==> src/rtl/multicycle_control_unit.sv <==
// Multi-cycle sequencer for the accumulator datapath: walks FETCH/DECODE/EXEC/MEM/WB,
// drives datapath strobes, times out stalled memory accesses and tracks call depth.
module multicycle_control_unit #(
    parameter int STACK_DEPTH = 4,
    parameter int TIMEOUT     = 16
) (
    input  logic       clk,
    input  logic       rst,
    input  logic       en,
    input  logic [2:0] opcode,
    input  logic       sel,
    input  logic       mem_ready,
    output logic       mem_rd,
    output logic       addr_pc,
    output logic       ir_load,
    output logic       pc_inc,
    output logic       load_A,
    output logic       load_B,
    output logic       wb_A,
    output logic       wr_mem,
    output logic       imm,
    output logic       jmp,
    output logic       ret,
    output logic       push,
    output logic       pop,
    output logic       instr_done,
    output logic       fault,
    output logic [1:0] fault_code
);
    localparam int DW = $clog2(STACK_DEPTH + 1);
    localparam int CW = $clog2(TIMEOUT + 1);

    localparam logic [2:0] S_FETCH  = 3'd0;
    localparam logic [2:0] S_DECODE = 3'd1;
    localparam logic [2:0] S_EXEC   = 3'd2;
    localparam logic [2:0] S_MEM    = 3'd3;
    localparam logic [2:0] S_WB     = 3'd4;
    localparam logic [2:0] S_FAULT  = 3'd5;

    localparam logic [2:0] OP_LOAD_A   = 3'b000;
    localparam logic [2:0] OP_LOAD_B   = 3'b001;
    localparam logic [2:0] OP_LOAD_IMM = 3'b010;
    localparam logic [2:0] OP_STORE    = 3'b011;
    localparam logic [2:0] OP_JMP      = 3'b100;
    localparam logic [2:0] OP_RET      = 3'b110;
    localparam logic [2:0] OP_ALU      = 3'b111;

    localparam logic [1:0] FC_ILLEGAL = 2'b01;
    localparam logic [1:0] FC_STACK   = 2'b10;
    localparam logic [1:0] FC_TIMEOUT = 2'b11;

    logic [2:0]    state, state_d;
    logic [DW-1:0] depth;
    logic [CW-1:0] wait_cnt;
    logic [2:0]    op_q;
    logic          sel_q;
    logic          fault_q;
    logic [1:0]    fault_code_q, code_d;
    logic          waiting, timeout_hit;

    // A request is outstanding in FETCH (when enabled) and in every MEM cycle.
    assign waiting     = (state == S_FETCH && en) || (state == S_MEM);
    assign timeout_hit = waiting && !mem_ready && (wait_cnt == CW'(TIMEOUT - 1));

    always_comb begin
        state_d = state;
        code_d  = 2'b00;
        case (state)
            S_FETCH: begin
                if (en) begin
                    if (mem_ready) begin
                        state_d = S_DECODE;
                    end else if (timeout_hit) begin
                        state_d = S_FAULT;
                        code_d  = FC_TIMEOUT;
                    end
                end
            end
            S_DECODE: begin
                case (opcode)
                    OP_LOAD_A, OP_LOAD_B, OP_STORE: state_d = S_MEM;
                    OP_LOAD_IMM:                    state_d = S_WB;
                    OP_ALU:                         state_d = S_EXEC;
                    OP_JMP: begin
                        if (depth < DW'(STACK_DEPTH)) begin
                            state_d = S_EXEC;
                        end else begin
                            state_d = S_FAULT;
                            code_d  = FC_STACK;
                        end
                    end
                    OP_RET: begin
                        if (depth != '0) begin
                            state_d = S_EXEC;
                        end else begin
                            state_d = S_FAULT;
                            code_d  = FC_STACK;
                        end
                    end
                    default: begin
                        state_d = S_FAULT;
                        code_d  = FC_ILLEGAL;
                    end
                endcase
            end
            S_EXEC: state_d = (op_q == OP_ALU) ? S_WB : S_FETCH;
            S_MEM: begin
                if (mem_ready) begin
                    state_d = (op_q == OP_STORE) ? S_FETCH : S_WB;
                end else if (timeout_hit) begin
                    state_d = S_FAULT;
                    code_d  = FC_TIMEOUT;
                end
            end
            S_WB:    state_d = S_FETCH;
            S_FAULT: state_d = S_FAULT;
            default: state_d = S_FETCH;
        endcase
    end

    always_ff @(posedge clk or posedge rst) begin
        if (rst) begin
            state        <= S_FETCH;
            depth        <= '0;
            wait_cnt     <= '0;
            op_q         <= 3'b000;
            sel_q        <= 1'b0;
            fault_q      <= 1'b0;
            fault_code_q <= 2'b00;
        end else begin
            state <= state_d;
            if (state_d == S_FAULT && state != S_FAULT) begin
                fault_q      <= 1'b1;
                fault_code_q <= code_d;
            end
            if (state == S_DECODE) begin
                op_q  <= opcode;
                sel_q <= sel;
            end
            if (state == S_EXEC && op_q == OP_JMP)
                depth <= depth + DW'(1);
            else if (state == S_EXEC && op_q == OP_RET)
                depth <= depth - DW'(1);
            // Counter restarts on every fresh entry to a waiting state and while idle.
            if (state == S_FETCH && !en)
                wait_cnt <= '0;
            else if (state_d != state && (state_d == S_FETCH || state_d == S_MEM))
                wait_cnt <= '0;
            else if (waiting && !mem_ready)
                wait_cnt <= wait_cnt + CW'(1);
        end
    end

    always_comb begin
        mem_rd     = 1'b0;
        addr_pc    = 1'b0;
        ir_load    = 1'b0;
        pc_inc     = 1'b0;
        load_A     = 1'b0;
        load_B     = 1'b0;
        wb_A       = 1'b0;
        wr_mem     = 1'b0;
        imm        = 1'b0;
        jmp        = 1'b0;
        ret        = 1'b0;
        push       = 1'b0;
        pop        = 1'b0;
        instr_done = 1'b0;
        fault      = 1'b0;
        fault_code = 2'b00;
        if (!rst) begin
            case (state)
                S_FETCH: begin
                    if (en) begin
                        mem_rd  = 1'b1;
                        addr_pc = 1'b1;
                        ir_load = mem_ready;
                        pc_inc  = mem_ready;
                    end
                end
                S_EXEC: begin
                    if (op_q == OP_JMP) begin
                        jmp        = 1'b1;
                        push       = 1'b1;
                        instr_done = 1'b1;
                    end else if (op_q == OP_RET) begin
                        ret        = 1'b1;
                        pop        = 1'b1;
                        instr_done = 1'b1;
                    end
                end
                S_MEM: begin
                    if (op_q == OP_STORE) begin
                        wr_mem     = 1'b1;
                        instr_done = mem_ready;
                    end else begin
                        mem_rd = 1'b1;
                    end
                end
                S_WB: begin
                    instr_done = 1'b1;
                    case (op_q)
                        OP_LOAD_A: load_A = 1'b1;
                        OP_LOAD_B: load_B = 1'b1;
                        OP_LOAD_IMM: begin
                            imm    = 1'b1;
                            load_A = sel_q;
                            load_B = !sel_q;
                        end
                        OP_ALU:  wb_A = 1'b1;
                        default: ;
                    endcase
                end
                S_FAULT: begin
                    fault      = fault_q;
                    fault_code = fault_code_q;
                end
                default: ;
            endcase
        end
    end
endmodule

==> config.mk <==
export PLATFORM = sky130hd
export DESIGN_NAME = multicycle_control_unit
export DESIGN_NICKNAME = d
export VERILOG_FILES = /design/src/rtl/multicycle_control_unit.sv
export SDC_FILE = /design/constraint.sdc
export NUM_CORES = 1
export LEC_CHECK = 0
export BUFFER_PORTS_ARGS = -buffer_cell sky130_fd_sc_hd__buf_4
export CAP_MARGIN = 20
export CELL_PAD_IN_SITES_DETAIL_PLACEMENT = 0
export CELL_PAD_IN_SITES_GLOBAL_PLACEMENT = 1
export CORE_MARGIN = 5
export CORE_UTILIZATION = 41
export DETAILED_ROUTE_END_ITERATION = 10
export GPL_TIMING_DRIVEN = 1
export PLACE_DENSITY = 0.78
export REMOVE_ABC_BUFFERS = 1
export SYNTH_ARGS = -nofsm -noshare
export SYNTH_HDL_FRONTEND = slang
export SYNTH_SLANG_ARGS = --single-unit
==> constraint.sdc <==
create_clock -name clk -period 3.3 [get_ports clk]
set_clock_uncertainty 0.1 [all_clocks]
set_input_delay 0.66 -clock clk [delete_from_list [all_inputs] [get_ports clk]]
set_output_delay 0.66 -clock clk [all_outputs]
set_load 0.01 [all_outputs]
# ---- Word level (Yosys, flattened, before mapping)
# Index checks and enable logic that the tools add are counted.
dict set report classes {
  addsub 3
  magnitude_cmp 1
  n_eq_ne 22
  n_mux 61
  reduce_logical 22
}
# op n
set op_table {}
lappend op_table {{$mux W1} 33}
lappend op_table {{$mux W3} 10}
lappend op_table {{$pmux W3 S5} 2}
lappend op_table {{$eq A3 B3 Y1 const B} 9}
lappend op_table {{$eq A3 B2 Y1 const B} 7}
lappend op_table {{$mux W5} 3}
lappend op_table {{$mux W2} 7}
lappend op_table {{$logic_not A3 Y1} 4}
lappend op_table {{$pmux W2 S3} 2}
lappend op_table {{$eq A3 B1 Y1 const B} 3}
lappend op_table {{$logic_and A1 B1 Y1} 8}
lappend op_table {{$pmux W1 S2} 3}
lappend op_table {{$reduce_bool A3 Y1} 2}
lappend op_table {{$add A5 B1 Y5 const B} 1}
lappend op_table {{$eq A5 B4 Y1 const B} 1}
lappend op_table {{$reduce_or A5 Y1} 1}
lappend op_table {{$add A3 B1 Y3 const B} 1}
lappend op_table {{$logic_not A1 Y1} 3}
lappend op_table {{$lt A3 B3 Y1 const B} 1}
lappend op_table {{$ne A3 B3 Y1} 1}
lappend op_table {{$ne A3 B3 Y1 const B} 1}
lappend op_table {{$pmux W1 S3} 1}
lappend op_table {{$reduce_or A3 Y1} 1}
lappend op_table {{$sub A3 B1 Y3 const B} 1}
lappend op_table {{2 further kinds} 3}
dict set report totals {
  ff_bits 18
  input_bits 8
  out_inout_bits 17
  word_cells 116
}

# ---- Logic depth before layout (Yosys ltp)
# Gate-level depths: netlist of the first run.
dict set report logic_depth {
  word_depth 14
  ltp_mapped 9
  depth_no_buf 9
}

# ---- Worst setup path after synthesis of the first run
# No wires, ideal clock.
dict set report synth_path {
  path_kind {input to output}
  startpoint {input en}
  endpoint {output pc_inc}
  t_arrival_ns 1.825
  t_required_ns 2.540
  slack_ns 0.715
  path_stages 5
  n_path_buf 2
  path_cell_list {or3b_1 -> buf_6 -> nor3_1 -> and2_1 -> buf_4}
}
dict set report synth_via {
  elab_chain_len 3
}
# element line_no
set synth_rtl {}
lappend synth_rtl {{from (decl)} 9} ;# input logic en,
lappend synth_rtl {{$mux W1 (3 in series)} --}
lappend synth_rtl {{to (decl)} 16} ;# output logic pc_inc,
# No other way between the ends.

# ---- Worst setup path after layout of the first run
dict set report layout_path {
  startpoint {register state[2]}
  endpoint {output load_A}
}
dict set report layout_via {
  elab_chain_len 3
}
# element line_no
set layout_rtl {}
lappend layout_rtl {{from (decl)} 52} ;# logic [2:0] state, state_d;
lappend layout_rtl {{from (signal assigned)} 131} ;# state <= state_d;
lappend layout_rtl {{$eq A3 B3 Y1} 172} ;# case (state)
lappend layout_rtl {{$mux W1} 172}
lappend layout_rtl {{$mux W1} 171} ;# if (!rst) begin
lappend layout_rtl {{to (decl)} 17} ;# output logic load_A,
# No other way between the ends.

==> results_dict.tcl, run 1 <==
set metrics [dict create \
    post_cts_buffers 0 \
    num-nets-final 172 \
    die_w_um 66.1 \
    tightest_slew_ns 0.587 \
    cp_num_buf_inv 1 \
    crit_path_end_kind "output port" \
    placed_area_um2 1460 \
    ys_ff_latch 18 \
    wl_per_cell_um 14.6 \
    start_util_pct 42.7 \
    grt_pass1_vias 1171 \
    slowest_stage "dfrtp_1" \
    synth_edf_count 0 \
    gr-total-overflow 0 \
    p_leak_nw 0.649 \
    slowest_delay_ns 0.73 \
    fp-row-count 20 \
    port_buffers 24 \
    fmax_mhz 352 \
    ys_seq_area_share_pct 34.8 \
    coreArea_um2 3030 \
    drive_gt1_share_pct 28.7 \
    crit_top_cell "nand2b_1" \
    clk_pin_slew_ns 0.11 \
    finalMaxSlewViolations 0 \
    outcome "finished clean" \
    ioPinCount 25 \
    register_area_um2 450 \
    cp_top_family "simple AND/OR/NAND/NOR gates" \
    antenna_found_initial 0 \
    r2r_start "wait_cnt[0]$_DFFE_PP0P_" \
    yosysWarnings 0 \
    max_slew_margin_pct 60.8 \
    num_antenna_cells 0 \
    syn-mean-instance-area_um2 9.10 \
    viasPerCell 5.40 \
    cts_inserted_buffers 3 \
    route.detailed.drc 0 \
    hold_end "fault_q$_DFFE_PP0P_" \
    die_h_um 66.1 \
    drv_cap 0 \
    synth_top_cell_by_area "dfrtp_1" \
    syn_inst 142 \
    worstPathCellList "nand2b_1, nand2b_1, or3_1, nor3_1, buf_4" \
    cts_root_buf "clkbuf_4" \
    ys_async_sr_fraction_pct 100 \
    rr_worst_depth 9 \
    rsz0062_at_grt "no" \
    timing.setup.tns_ns 0 \
    wl_um 2980 \
    dieArea_um2 4380 \
    p_total_mw 1.10 \
    synth.top_cell.area_share_pct 34.8 \
    synthToLayoutAreaGrowth_pct 16.0 \
    ctsHoldBuffers 0 \
    cts_tree "built" \
    synthTopCellsByArea "dfrtp_1, nor3_1, nor2_1" \
    hp-start "fault_q$_DFFE_PP0P_" \
    fillers 299 \
    cts_sinks 18 \
    power.density_nw_per_um2 735 \
    cts_buffer_depth 2 \
    grt_pass1_wl_um 5370 \
    clk_latency_ns 0.30 \
    ys_dominant_reg_cell "dfrtp_1" \
    htreeDepth 1 \
    drt-pass1-iter-count 4 \
    critPathMaxFanout 19 \
    crit_path_start_kind "flip-flop" \
    synthDistinctLibCells 49 \
    routabilityCongestion 0.757 \
    timing.rr.end "wait_cnt[3]$_DFFE_PP0P_" \
    dp_hpwl_um 2320 \
    multi_input_area_um2 751 \
    worstHoldPathType "reg2reg" \
    path_class "reg2out" \
    setup_viol 0 \
    ff2ff_setup_slack_ns 0.69 \
    ant_nets 0 \
    period_needed_ns 2.84 \
    peakVddDrop_mv 0.333 \
    critPathArrivalTime_ns 2.08 \
    drtIter0Drc 58 \
    holdPathStages 1 \
    hold_viol 0 \
    fin_area_um2 1500 \
    grt_max_degree 20 \
    syn_area_um2 1290 \
    post_cts_resized 0 \
    grt_use_total_pct 15.6 \
    vias 1102 \
    cp.required_ns 2.54 \
    fin_crit_sh_pct 86.1 \
]
-- metrics by stage --
step,hold WS (ns),worst slack [ns],utilization (%),std cells
after floorplan,0.323,0.817,-,131
after global placement,0.341,0.756,48.3,200
after detailed placement,0.343,0.712,48.3,200
after CTS,0.370,0.466,49.5,204
after global routing,0.381,0.241,49.5,204
final,0.362,0.459,49.5,204
-- cell usage after synthesis, drive strengths merged (3+ instances only) --
cell type,n
a21oi,7
and2,4
buf,7
clkbuf,4
dfrtp,18
inv,5
mux2,4
nand2,9
nand2b,6
nand3,4
nand3b,3
nor2,14
nor3,12
nor4,5
o21ai,3
-- how the worst max path moves through the flow --
stage | cells after the start | start | slack, ns | end
floorplan | 3 | en | 0.82 | ir_load
global placement | 9 | wait_cnt[0]$_DFFE_PP0P_ | 0.76 | wait_cnt[3]$_DFFE_PP0P_
detailed placement | 9 | wait_cnt[0]$_DFFE_PP0P_ | 0.71 | wait_cnt[3]$_DFFE_PP0P_
CTS | 4 | state[2]$_DFF_PP0_ | 0.47 | jmp
global route | 4 | state[2]$_DFF_PP0_ | 0.24 | pop
finish | 5 | state[2]$_DFF_PP0_ | 0.46 | load_A
-- sequential cells by signal, summed over array words and instances, names as in the netlist --
register,flops
depth,3
fault_code_q,2
fault_q,1
op_q,3
sel_q,1
state,3
wait_cnt,5
-- worst register-to-register path, stage by stage, from the launching register on --
cell and delay [ns]:
dfrtp_1 0.42, ha_1 0.23, and3_1 0.19, ha_1 0.26, nor2_1 0.22, nor3_2 0.06, a211o_2 0.37, a2111o_1 0.30
a21oi_2 0.25, nor3_1 0.09
-- kinds of logic after synthesis --
| logic type | after synthesis | share of synthesized area, % |
|---|---|---|
| simple gates | 72 | 33.6 |
| compound gates | 25 | 14.8 |
| flops | 18 | 34.8 |
| buf+inv | 16 | 7.07 |
| xor+xnor | 4 | 2.71 |
| mux | 4 | 3.48 |
| fa+ha+maj | 3 | 3.48 |
-- where the power goes --
| part | leakage (nW) | switching, mW | total (mW) | internal, mW |
|---|---|---|---|---|
| logic | 0.402 | 0.270 | 0.520 | 0.250 |
| registers | 0.226 | 0.142 | 0.440 | 0.298 |
| clock network | 0.0210 | 0.0731 | 0.141 | 0.0674 |
| total | 0.649 | 0.486 | 1.10 | 0.615 |
-- metal layers --
metal | track usage [%] | up-vias | part of all wire, %
met5 | 0 | - | 0
met4 | 5.33 | 0 | 1.5
met3 | 3.57 | 9 | 3.7
met2 | 26.3 | 19 | 52
met1 | 19.3 | 529 | 43
li1 | - | 545 | -
-- layout by cell type, fill, tap and decap left out, drive strengths merged, types with 2 or more instances in the layout --
cell type / Yosys / layout
buf: 7 / 25
dfrtp: 18 / 18
nor2: 14 / 14
nor3: 12 / 12
nand2: 9 / 9
a21oi: 7 / 7
nand2b: 6 / 6
inv: 5 / 5
nor4: 5 / 5
mux2: 4 / 4
and2: 4 / 4
nand3: 4 / 4
clkbuf: 4 / 4
nand3b: 3 / 3
o21ai: 3 / 3
a2111o: 2 / 2
or2b: 2 / 2
nor4bb: 2 / 2
o21a: 2 / 2
a31oi: 2 / 2
xnor2: 2 / 2
xor2: 2 / 2
a221o: 2 / 2
and3: 2 / 2
ha: 2 / 2
or3b: 2 / 2
or3: 2 / 2
nor3b: 2 / 2
-- area by class of cell --
type                       count  area share [%]
inverter                       5            1.25
sequential                    18            30.1
tap                           44            3.67
multi-input combinational    108            50.1
timing repair buffer          25            12.5
clock buffer                   4            2.42
Note: power is estimated with default switching activity, not from simulation.
==> run 2: changes to the inputs <==
- CORE_UTILIZATION: 41 -> 31
- PLACE_DENSITY: 0.78 -> 0.61
==> run 2 against run 1 <==
Power rose by 3.0%. Cell count rose by 2.9%. Register-to-register slack barely moved. Core utilization fell by 12 points. Clock-buffer cell count did not move. Largest cell class unchanged. Highest routed layer unchanged. Critical endpoint unchanged. Combinational power fell by 0.8%. Via count fell by 1.5%. Maximum frequency rose by 2.0%. Largest power group unchanged. Final area rose by 1.8%. Non-clock buffer count did not move. Worst hold slack barely moved.
==> results_dict.tcl, run 2 (synthesis results as in run 1) <==
set metrics [dict create \
    outcome "finished clean" \
    rr_worst_depth 9 \
    start_util_pct 32.1 \
    crit_end "load_A" \
    num_antenna_cells 0 \
    hp-start "fault_q$_DFFE_PP0P_" \
    cts_inserted_buffers 3 \
    vias 1085 \
    power.density_nw_per_um2 743 \
    hold_viol 0 \
    period_needed_ns 2.79 \
    worstHoldPathType "reg2reg" \
    drt-pass1-iter-count 4 \
    num-nets-final 172 \
    cp-startpoint "state[2]$_DFF_PP0_" \
    largest_reg_flops 5 \
    power.share.clock_pct 15.6 \
    routabilityCongestion 0.853 \
    drv_cap 0 \
    die_h_um 74.6 \
    ctsHoldBuffers 0 \
    switching_share_pct 42.4 \
    post_cts_buffers 0 \
    timing.setup.tns_ns 0 \
    clk_latency_ns 0.25 \
    rsz0062_at_grt "no" \
    fmax_mhz 359 \
    cts_tree "built" \
    max_slew_margin_pct 60.5 \
    regMostFlops "wait_cnt" \
    timing.rr.end "wait_cnt[3]$_DFFE_PP0P_" \
    r2r_start "wait_cnt[0]$_DFFE_PP0P_" \
    fin_crit_sh_pct 84.4 \
    crit_path_start_kind "flip-flop" \
    clk_pin_slew_ns 0.07 \
    viasPerCell 5.17 \
    ff2ff_setup_slack_ns 0.69 \
    dp_hpwl_um 2470 \
    wl_um 3070 \
    p_sw_uw 481 \
    cts_sinks 18 \
    cts_buffer_depth 2 \
    cts_root_buf "clkbuf_8" \
    drive_gt1_share_pct 28.7 \
    layout_common_cells "buf_4, dfrtp_1, nor2_1, nor3_1, nand2_1" \
    p_comb_share_pct 45.5 \
    grt_max_degree 20 \
    grt_use_total_pct 12.3 \
    grt_pass1_vias 1209 \
    drtIter0Drc 35 \
    p_int_uw 653 \
    grt_pass1_wl_um 5370 \
    coreArea_um2 4030 \
    tightest_slew_ns 0.593 \
    fin_util_pct 37.9 \
    setup_viol 0 \
    seq_power_share_pct 38.8 \
    wl_per_cell_um 14.6 \
    critPathMaxFanout 19 \
    fp-row-count 23 \
    finalMaxSlewViolations 0 \
    port_buffers 24 \
    final_common_cell "buf_4" \
    p_leak_nw 0.657 \
    gr-total-overflow 0 \
    crit_path_end_kind "output port" \
    synthToLayoutAreaGrowth_pct 18.0 \
    path_class "reg2out" \
    die_w_um 74.6 \
    post_cts_resized 0 \
    ioPinCount 25 \
    critPathArrivalTime_ns 2.03 \
    peakVddDrop_mv 0.288 \
    antenna_found_initial 0 \
    dieArea_um2 5560 \
    cp.required_ns 2.54 \
    htreeDepth 1 \
    ant_nets 0 \
    route.detailed.drc 0 \
]
-- run 2: cell counts in the layout (fill, tap and decap cells not counted) --
Identical to the previous run, type by type.
-- run 2: per-stage QoR --
step	cells	hold WS, ns	cell area [um^2]	power, mW	setup WS, ns
global route	210	0.395	1530	1.24	0.310
finish	210	0.362	1530	1.13	0.515
CTS	210	0.372	1530	1.16	0.494
detailed placement	206	0.351	1470	0.972	0.688
global placement	206	0.343	1470	0.960	0.760
floorplan	131	0.323	1220	0.805	0.817
-- run 2: area by class of cell --
| class | instances | area [um^2] |
|---|---|---|
| clock buffers | 4 | 55.1 |
| fillers | 425 | 2500 |
| inverters | 5 | 18.8 |
| multi-input cells | 108 | 751 |
| flip-flops and latches | 18 | 450 |
| well taps | 50 | 62.6 |
| repair buffers | 25 | 188 |
-- run 2: worst min path at each step --
stage | slack [ns] | depth (start not counted) | endpoint
2_1_floorplan | 0.32 | 1 | fault_q$_DFFE_PP0P_
3_3_place_gp | 0.34 | 1 | fault_q$_DFFE_PP0P_
3_5_place_dp | 0.35 | 1 | fault_q$_DFFE_PP0P_
4_1_cts | 0.37 | 1 | fault_q$_DFFE_PP0P_
5_1_grt | 0.40 | 1 | fault_q$_DFFE_PP0P_
6_report | 0.36 | 1 | fault_q$_DFFE_PP0P_
-- run 2: worst max-delay path, cell delays in order (launching register included) --
cell and delay [ns]:
dfrtp_1 0.72, nand2b_1 0.13, nand2b_1 0.19, or3_1 0.36, nor3_1 0.22, buf_4 0.16
-- run 2: layer usage --
layer	global-route usage, %	share of wire, %	vias up
li1	-	-	546
met1	15.0	45	519
met5	0	0	-
met3	2.97	2.5	2
met2	22.0	52	18
met4	2.37	0.39	0
-- run 2: power by group through the flow --
stage / logic (mW) / registers, mW / clock network (mW)
5_1_grt: 0.580 / 0.464 / 0.195
6_report: 0.516 / 0.440 / 0.177
3_5_place_dp: 0.526 / 0.446 / 0
4_1_cts: 0.528 / 0.442 / 0.187
3_3_place_gp: 0.517 / 0.443 / 0
2_1_floorplan: 0.403 / 0.402 / 0
